$ cat src/rtl/ram_port_arbiter.sv
// Round-robin arbiter sharing one RAM port between instruction/data requesters,
// with lock-driven bursts bounded by BURST_MAX. Optional ARB_DATA_PRIORITY_EN.
module ram_port_arbiter #(
  parameter int NREQ      = 4,
  parameter int BURST_MAX = 2,
  parameter int ADDR_W    = 32
) (
  input  logic                   CLK,
  input  logic                   RST,
  input  logic [NREQ-1:0]        req,
  input  logic [NREQ-1:0]        wen,
  input  logic [NREQ-1:0]        lock,
  input  logic [NREQ*ADDR_W-1:0] addr,
  input  logic [NREQ*ADDR_W-1:0] wdata,
  output logic [NREQ-1:0]        gnt,
  output logic [NREQ-1:0]        rwait,
  output logic [ADDR_W-1:0]      rdata,
  output logic                   ramREN,
  output logic                   ramWEN,
  output logic [ADDR_W-1:0]      ramaddr,
  output logic [ADDR_W-1:0]      ramstore,
  input  logic [ADDR_W-1:0]      ramload,
  input  logic [1:0]             ramstate
);

  localparam int IDX_W = (NREQ > 1) ? $clog2(NREQ) : 1;
  localparam int CNT_W = $clog2(BURST_MAX + 1);
  // ramstate encoding: FREE=0, BUSY=1, ACCESS=2, ERROR=3
  localparam logic [1:0] RAM_ACCESS = 2'd2;

  typedef enum logic {IDLE, BUSY} state_t;

  state_t             state_reg, state_next;
  logic [NREQ-1:0]    gnt_reg, gnt_next;
  logic [IDX_W-1:0]   owner_reg, owner_next;
  logic [IDX_W-1:0]   ptr_reg, ptr_next;
  logic [CNT_W-1:0]   wcount_reg, wcount_next;

  logic [ADDR_W-1:0]  addr_arr  [NREQ];
  logic [ADDR_W-1:0]  wdata_arr [NREQ];
  logic [NREQ-1:0]    cand;
  logic               pick_valid;
  logic [IDX_W-1:0]   pick_idx;

  for (genvar gi = 0; gi < NREQ; gi++) begin : g_unpack
    assign addr_arr[gi]  = addr[gi*ADDR_W +: ADDR_W];
    assign wdata_arr[gi] = wdata[gi*ADDR_W +: ADDR_W];
  end

`ifdef ARB_DATA_PRIORITY_EN
  logic [NREQ-1:0] data_mask;
  for (genvar gi = 0; gi < NREQ; gi++) begin : g_mask
    assign data_mask[gi] = (gi >= NREQ/2);
  end
  // Data requesters shadow instruction requesters; round-robin inside the class.
  assign cand = (|(req & data_mask)) ? (req & data_mask) : req;
`else
  assign cand = req;
`endif

  // Scan from the farthest offset down so the nearest candidate at/after ptr wins.
  always_comb begin
    int s;
    pick_valid = 1'b0;
    pick_idx   = '0;
    for (int k = NREQ - 1; k >= 0; k--) begin
      s = int'(ptr_reg) + k;
      if (s >= NREQ) s = s - NREQ;
      if (cand[s]) begin
        pick_valid = 1'b1;
        pick_idx   = IDX_W'(s);
      end
    end
  end

  always_ff @(posedge CLK or posedge RST) begin
    if (RST) begin
      state_reg  <= IDLE;
      gnt_reg    <= '0;
      owner_reg  <= '0;
      ptr_reg    <= '0;
      wcount_reg <= '0;
    end else begin
      state_reg  <= state_next;
      gnt_reg    <= gnt_next;
      owner_reg  <= owner_next;
      ptr_reg    <= ptr_next;
      wcount_reg <= wcount_next;
    end
  end

  always_comb begin
    state_next  = state_reg;
    gnt_next    = gnt_reg;
    owner_next  = owner_reg;
    ptr_next    = ptr_reg;
    wcount_next = wcount_reg;
    rwait       = '1;
    rdata       = '0;
    ramREN      = 1'b0;
    ramWEN      = 1'b0;
    ramaddr     = '0;
    ramstore    = '0;
    case (state_reg)
      IDLE: begin
        if (pick_valid) begin
          state_next  = BUSY;
          gnt_next    = NREQ'(1) << pick_idx;
          owner_next  = pick_idx;
          wcount_next = '0;
        end
      end
      BUSY: begin
        ramaddr = addr_arr[owner_reg];
        if (wen[owner_reg]) begin
          ramWEN   = 1'b1;
          ramstore = wdata_arr[owner_reg];
        end else begin
          ramREN = 1'b1;
          rdata  = ramload;
        end
        if (!req[owner_reg]) begin
          // Abort: release without a completion pulse, pointer untouched.
          state_next = IDLE;
          gnt_next   = '0;
        end else if (ramstate == RAM_ACCESS) begin
          rwait[owner_reg] = 1'b0;
          wcount_next      = wcount_reg + CNT_W'(1);
          if (!(lock[owner_reg] && (int'(wcount_reg) + 1 < BURST_MAX))) begin
            state_next = IDLE;
            gnt_next   = '0;
            ptr_next   = (int'(owner_reg) == NREQ - 1) ? '0 : owner_reg + IDX_W'(1);
          end
        end
      end
      default: state_next = IDLE;
    endcase
  end

  assign gnt = gnt_reg;

endmodule

$ cat config.mk
export PLATFORM = sky130hd
export DESIGN_NAME = ram_port_arbiter
export DESIGN_NICKNAME = d
export VERILOG_FILES = /design/src/rtl/ram_port_arbiter.sv
export SDC_FILE = /design/constraint.sdc
export NUM_CORES = 1
export LEC_CHECK = 0
export BUFFER_PORTS_ARGS = -buffer_cell sky130_fd_sc_hd__buf_2
export CORE_AREA = 2 2 157 159
export CTS_BUF_LIST = sky130_fd_sc_hd__clkbuf_2
export CTS_CLUSTER_DIAMETER = 60
export DETAILED_ROUTE_END_ITERATION = 10
export DIE_AREA = 0 0 159 161
export GPL_ROUTABILITY_DRIVEN = 0
export SKIP_LAST_GASP = 1
export SYNTH_ARGS = -nofsm -noshare
export SYNTH_HDL_FRONTEND = slang
export SYNTH_SLANG_ARGS = --single-unit
$ cat constraint.sdc
create_clock -name CLK -period 2.2 [get_ports CLK]
set_input_delay 0 -clock CLK [delete_from_list [all_inputs] [get_ports CLK]]
set_output_delay 0 -clock CLK [all_outputs]
set_load 0.03 [all_outputs]
==> impl_results.html <==
<table>
<tr><th>Metric</th><th>Value</th></tr>
<tr><th colspan="2">Run status</th></tr>
<tr><td>Result of the run</td><td>completed</td></tr>
<tr><th colspan="2">Placement</th></tr>
<tr><td>Post-placement worst setup slack</td><td>between 300 and 400 ps</td></tr>
<tr><td>Half-perimeter wire length after placement</td><td>15.23 mm</td></tr>
<tr><td>Number of buffers added on ports</td><td>approximately 400</td></tr>
<tr><th colspan="2">Logic synthesis</th></tr>
<tr><td>Top cells by area in the synthesized netlist</td><td>sky130_fd_sc_hd__mux4_2 (51%), sky130_fd_sc_hd__and2_1 (14%), sky130_fd_sc_hd__dfrtp_1 (9.4%)</td></tr>
<tr><td>Cell area after technology mapping</td><td>roughly 2900 um^2</td></tr>
<tr><td>Mean cell area of the mapped netlist</td><td>approximately 11 um^2</td></tr>
<tr><td>Library cell with the highest instance count after synthesis</td><td>sky130_fd_sc_hd__mux4_2</td></tr>
<tr><td>Unique masters post-synth</td><td>35</td></tr>
<tr><td>Number of enable-type register cells in the synthesized netlist</td><td>0</td></tr>
<tr><td>Part of the Yosys area used for sequential elements</td><td>around a tenth</td></tr>
<tr><td>Share of synthesized flip-flops with an asynchronous set or reset</td><td>100.0%</td></tr>
<tr><td>Post-synthesis register bit count</td><td>11</td></tr>
<tr><td>Yosys top cell area share</td><td>50.53%</td></tr>
<tr><td>Most used standard cells in the synthesized netlist</td><td>sky130_fd_sc_hd__mux4_2 (66), sky130_fd_sc_hd__and2_1 (64), sky130_fd_sc_hd__and3_1 (32), sky130_fd_sc_hd__clkbuf_1 (16), sky130_fd_sc_hd__dfrtp_1 (11)</td></tr>
<tr><td>Net count of the mapped netlist</td><td>around 580</td></tr>
<tr><td>Dominant cell type by area after synthesis</td><td>sky130_fd_sc_hd__mux4_2</td></tr>
<tr><td>Synthesis warning total</td><td>0</td></tr>
<tr><td>Dominant register cell in the synthesized netlist</td><td>sky130_fd_sc_hd__dfrtp_1</td></tr>
<tr><td>Mapped Cells</td><td>269</td></tr>
<tr><th colspan="2">Timing</th></tr>
<tr><td>Total negative slack for setup checks</td><td>0 ps</td></tr>
<tr><td>Setup repair after global routing missed its margin</td><td>false</td></tr>
<tr><td>Transition time at the pin with the least slew margin</td><td>561.3 ps</td></tr>
<tr><td>Slew Limit Fails</td><td>0</td></tr>
<tr><td>Worst max-slew margin expressed relative to the limit</td><td>62.58%</td></tr>
<tr><td>Upper clock frequency limit</td><td>476.8 MHz</td></tr>
<tr><td>Count of final hold-check violations</td><td>0</td></tr>
<tr><td>Setup violations, final</td><td>0</td></tr>
<tr><td>Final Cycle Share</td><td>between 90% and 100%</td></tr>
<tr><td>Minimum clock period after layout</td><td>2097 ps</td></tr>
<tr><td>Post-layout worst setup margin</td><td>slightly above 100 ps</td></tr>
<tr><td>Clock skew after layout</td><td>2.639 ps</td></tr>
<tr><th colspan="2">Die</th></tr>
<tr><td>Die height</td><td>about 160 um</td></tr>
<tr><td>Floorplan row count</td><td>57</td></tr>
<tr><td>Area of the core region</td><td>between 20000 and 25000 um^2</td></tr>
<tr><td>Die Wd</td><td>159 um</td></tr>
<tr><td>Initial core utilization</td><td>roughly an eighth</td></tr>
<tr><td>Die Area</td><td>~26000 um^2</td></tr>
<tr><td>Count of boundary I/O pins</td><td>slightly above 400</td></tr>
<tr><th colspan="2">Finish</th></tr>
<tr><td>Synth-to-layout area growth</td><td>84.18%</td></tr>
<tr><td>Multi-input combinational cell area</td><td>between 2000 and 2500 um^2</td></tr>
<tr><td>Ratio of cells with drive above 1 in the final layout</td><td>between 70% and 80%</td></tr>
<tr><td># nets final</td><td>between 900 and 1000</td></tr>
<tr><td>Count of filler cells inserted in the layout</td><td>2672</td></tr>
<tr><td>FF/Latch Area</td><td>roughly 280 um^2</td></tr>
<tr><td>Flip-flop count of the largest register, all copies and words added</td><td>4</td></tr>
<tr><th colspan="2">Run</th></tr>
<tr><td>Total of max-cap violations</td><td>0</td></tr>
<tr><th colspan="2">CTS</th></tr>
<tr><td>Deepest level of the CTS H-tree</td><td>1</td></tr>
<tr><td>Sinks on Clock Net</td><td>11</td></tr>
<tr><td>Clock tree from TritonCTS</td><td>yes</td></tr>
<tr><td>Clock transition at the registers of the reported paths</td><td>approximately 120 ps</td></tr>
<tr><td>Num CTS Buffers</td><td>3</td></tr>
<tr><td>CTS Root Buffer Type</td><td>sky130_fd_sc_hd__clkbuf_2</td></tr>
<tr><td>Worst skew pair latency</td><td>around 280 ps</td></tr>
<tr><td>Clock Tree Buf Depth</td><td>2</td></tr>
<tr><th colspan="2">Hold path</th></tr>
<tr><td>Worst min path class</td><td>primary input to flop</td></tr>
<tr><th colspan="2">Global route</th></tr>
<tr><td>Via count of the first global-routing pass</td><td>around 4000</td></tr>
<tr><td>First-pass GRT wire length</td><td>24.83 mm</td></tr>
<tr><td>Antenna violations before repair</td><td>11</td></tr>
<tr><td>Largest net degree at the start of global routing</td><td>42</td></tr>
<tr><td>Overall track demand over capacity in global routing</td><td>roughly an eighth</td></tr>
<tr><td>Global-route congestion overflow total</td><td>0</td></tr>
<tr><th colspan="2">Drt</th></tr>
<tr><td>Total wirelength of the detailed-routed design</td><td>~18 mm</td></tr>
<tr><td>Drt wl/cell</td><td>17.80 um</td></tr>
<tr><td>Drt pass-1 iters</td><td>6</td></tr>
<tr><td>Vias per cell</td><td>a little over 4</td></tr>
<tr><td>Count of antenna-violating nets left after detailed routing</td><td>0</td></tr>
<tr><td>DRC viols</td><td>0</td></tr>
<tr><td>Total number of vias</td><td>between 4000 and 5000</td></tr>
<tr><td>Number of DRC markers after the initial detailed-route iteration</td><td>~230</td></tr>
<tr><th colspan="2">Setup path</th></tr>
<tr><td>Highest net fanout along the worst path</td><td>38</td></tr>
<tr><td>Critical path type</td><td>flop to output pin</td></tr>
<tr><td>Type of destination of the critical path</td><td>output pin</td></tr>
<tr><td>Worst endpoint data arrival time</td><td>2100 ps</td></tr>
<tr><td>WP data required</td><td>between 2000 and 2500 ps</td></tr>
<tr><td>Worst setup SP type</td><td>flop</td></tr>
<tr><th colspan="2">Pwr</th></tr>
<tr><td>PwrDens</td><td>roughly 1100 nW/um^2</td></tr>
<tr><td>Worst vdd ir</td><td>between 0.6 and 0.7 mV</td></tr>
<tr><td>Static leakage power</td><td>2.856 nW</td></tr>
</table>
==> final cells by class <==
type	instances	share of cell area (%)
diodes	4	0.1848
clock buffers	4	0.3695
inverters	10	0.6928
multi-input cells	217	45.84
flip-flops and latches	11	5.242
well taps	324	7.483
repair buffers	421	40.18
==> cells by family (layout without fill, tap and decap cells) <==
kind of cell | Yosys count | after routing | synth area share (%)
compound gates | 19 | 19 | 4.466
fa+ha+maj | 5 | 5 | 2.127
buf+inv | 41 | 435 | 6.295
flops | 11 | 11 | 9.358
mux | 70 | 70 | 52.23
other cells | 0 | 4 | 0
simple gates | 123 | 123 | 25.52
==> final timing paths <==
kind	slack [ps]	to	cells after the start	start
setup / recovery	100	ramstore[31]	4	owner_reg[1]
hold / removal	110	gnt[0]	3	req[3]
setup reg to reg	360	ptr_reg[0]	4	owner_reg[1]
hold reg to reg	530	gnt[3]	2	gnt[3]
max in group asynchronous	1600	owner_reg[0]	3	RST
min in group asynchronous	250	gnt[3]	3	RST
==> where the power goes <==
part           switching, mW  total [mW]  internal (mW)
clock                 0.0789       0.127         0.0482
combinational           3.31        5.63           2.32
sequential             0.120       0.421          0.301
==> timing repair <==
item | CTS | global route
endpoints found under the setup margin | 0 | 30
buffers inserted | 0 | 3
hold buffers | 1 | 0
resized for setup | 0 | 1
endpoints found under the hold margin | 11 | 0
==> critical path, stage by stage (launching register included) <==
cell and delay (ps):
sky130_fd_sc_hd__dfrtp_4 510, sky130_fd_sc_hd__buf_4 470, sky130_fd_sc_hd__mux4_2 390, sky130_fd_sc_hd__and3_1 220, sky130_fd_sc_hd__buf_2 180
==> metrics by stage <==
step	util, %	total power [mW]	instance area, um^2	hold WS, ps	cells
6_report	22.61	6.175	5418	106.5	991
5_1_grt	22.60	6.567	5415	126.7	990
4_1_cts	22.46	6.195	5383	101.1	984
3_5_place_dp	22.34	6.051	5353	37.13	979
3_3_place_gp	22.34	5.983	5353	22.53	979
2_1_floorplan	-	4.443	2942	-147.6	269
==> placed cells by master (no fill, tap or decap), types with 2 or more instances in the layout <==
master                     instances
sky130_fd_sc_hd__and3_1           32
sky130_fd_sc_hd__mux2_4            2
sky130_fd_sc_hd__buf_2           409
sky130_fd_sc_hd__a21o_1            2
sky130_fd_sc_hd__o31ai_1           2
sky130_fd_sc_hd__nor2b_1           4
sky130_fd_sc_hd__a21boi_0          2
sky130_fd_sc_hd__mux4_2           66
sky130_fd_sc_hd__dfrtp_4           2
sky130_fd_sc_hd__nand2b_1          3
sky130_fd_sc_hd__mux2i_1           2
sky130_fd_sc_hd__inv_1            10
sky130_fd_sc_hd__ha_1              5
sky130_fd_sc_hd__dfrtp_1           8
sky130_fd_sc_hd__o22ai_1           5
sky130_fd_sc_hd__buf_12            3
sky130_fd_sc_hd__diode_2           4
sky130_fd_sc_hd__and2_1           64
sky130_fd_sc_hd__clkbuf_2          4
sky130_fd_sc_hd__nor2_1            3
sky130_fd_sc_hd__o21ai_0           3
sky130_fd_sc_hd__buf_4             8
sky130_fd_sc_hd__nand2_1           9
==> routing by layer <==
layer | vias up | GRT usage, % | routed length (um)
met1 | 1970 | 16.53 | 7296
met2 | 234 | 21.54 | 8813
met3 | 27 | 2.054 | 1171
li1 | 1835 | - | -
met4 | 4 | 2.893 | 323
met5 | - | 0 | 31
No activity file was read; power rests on OpenSTA's default activity.
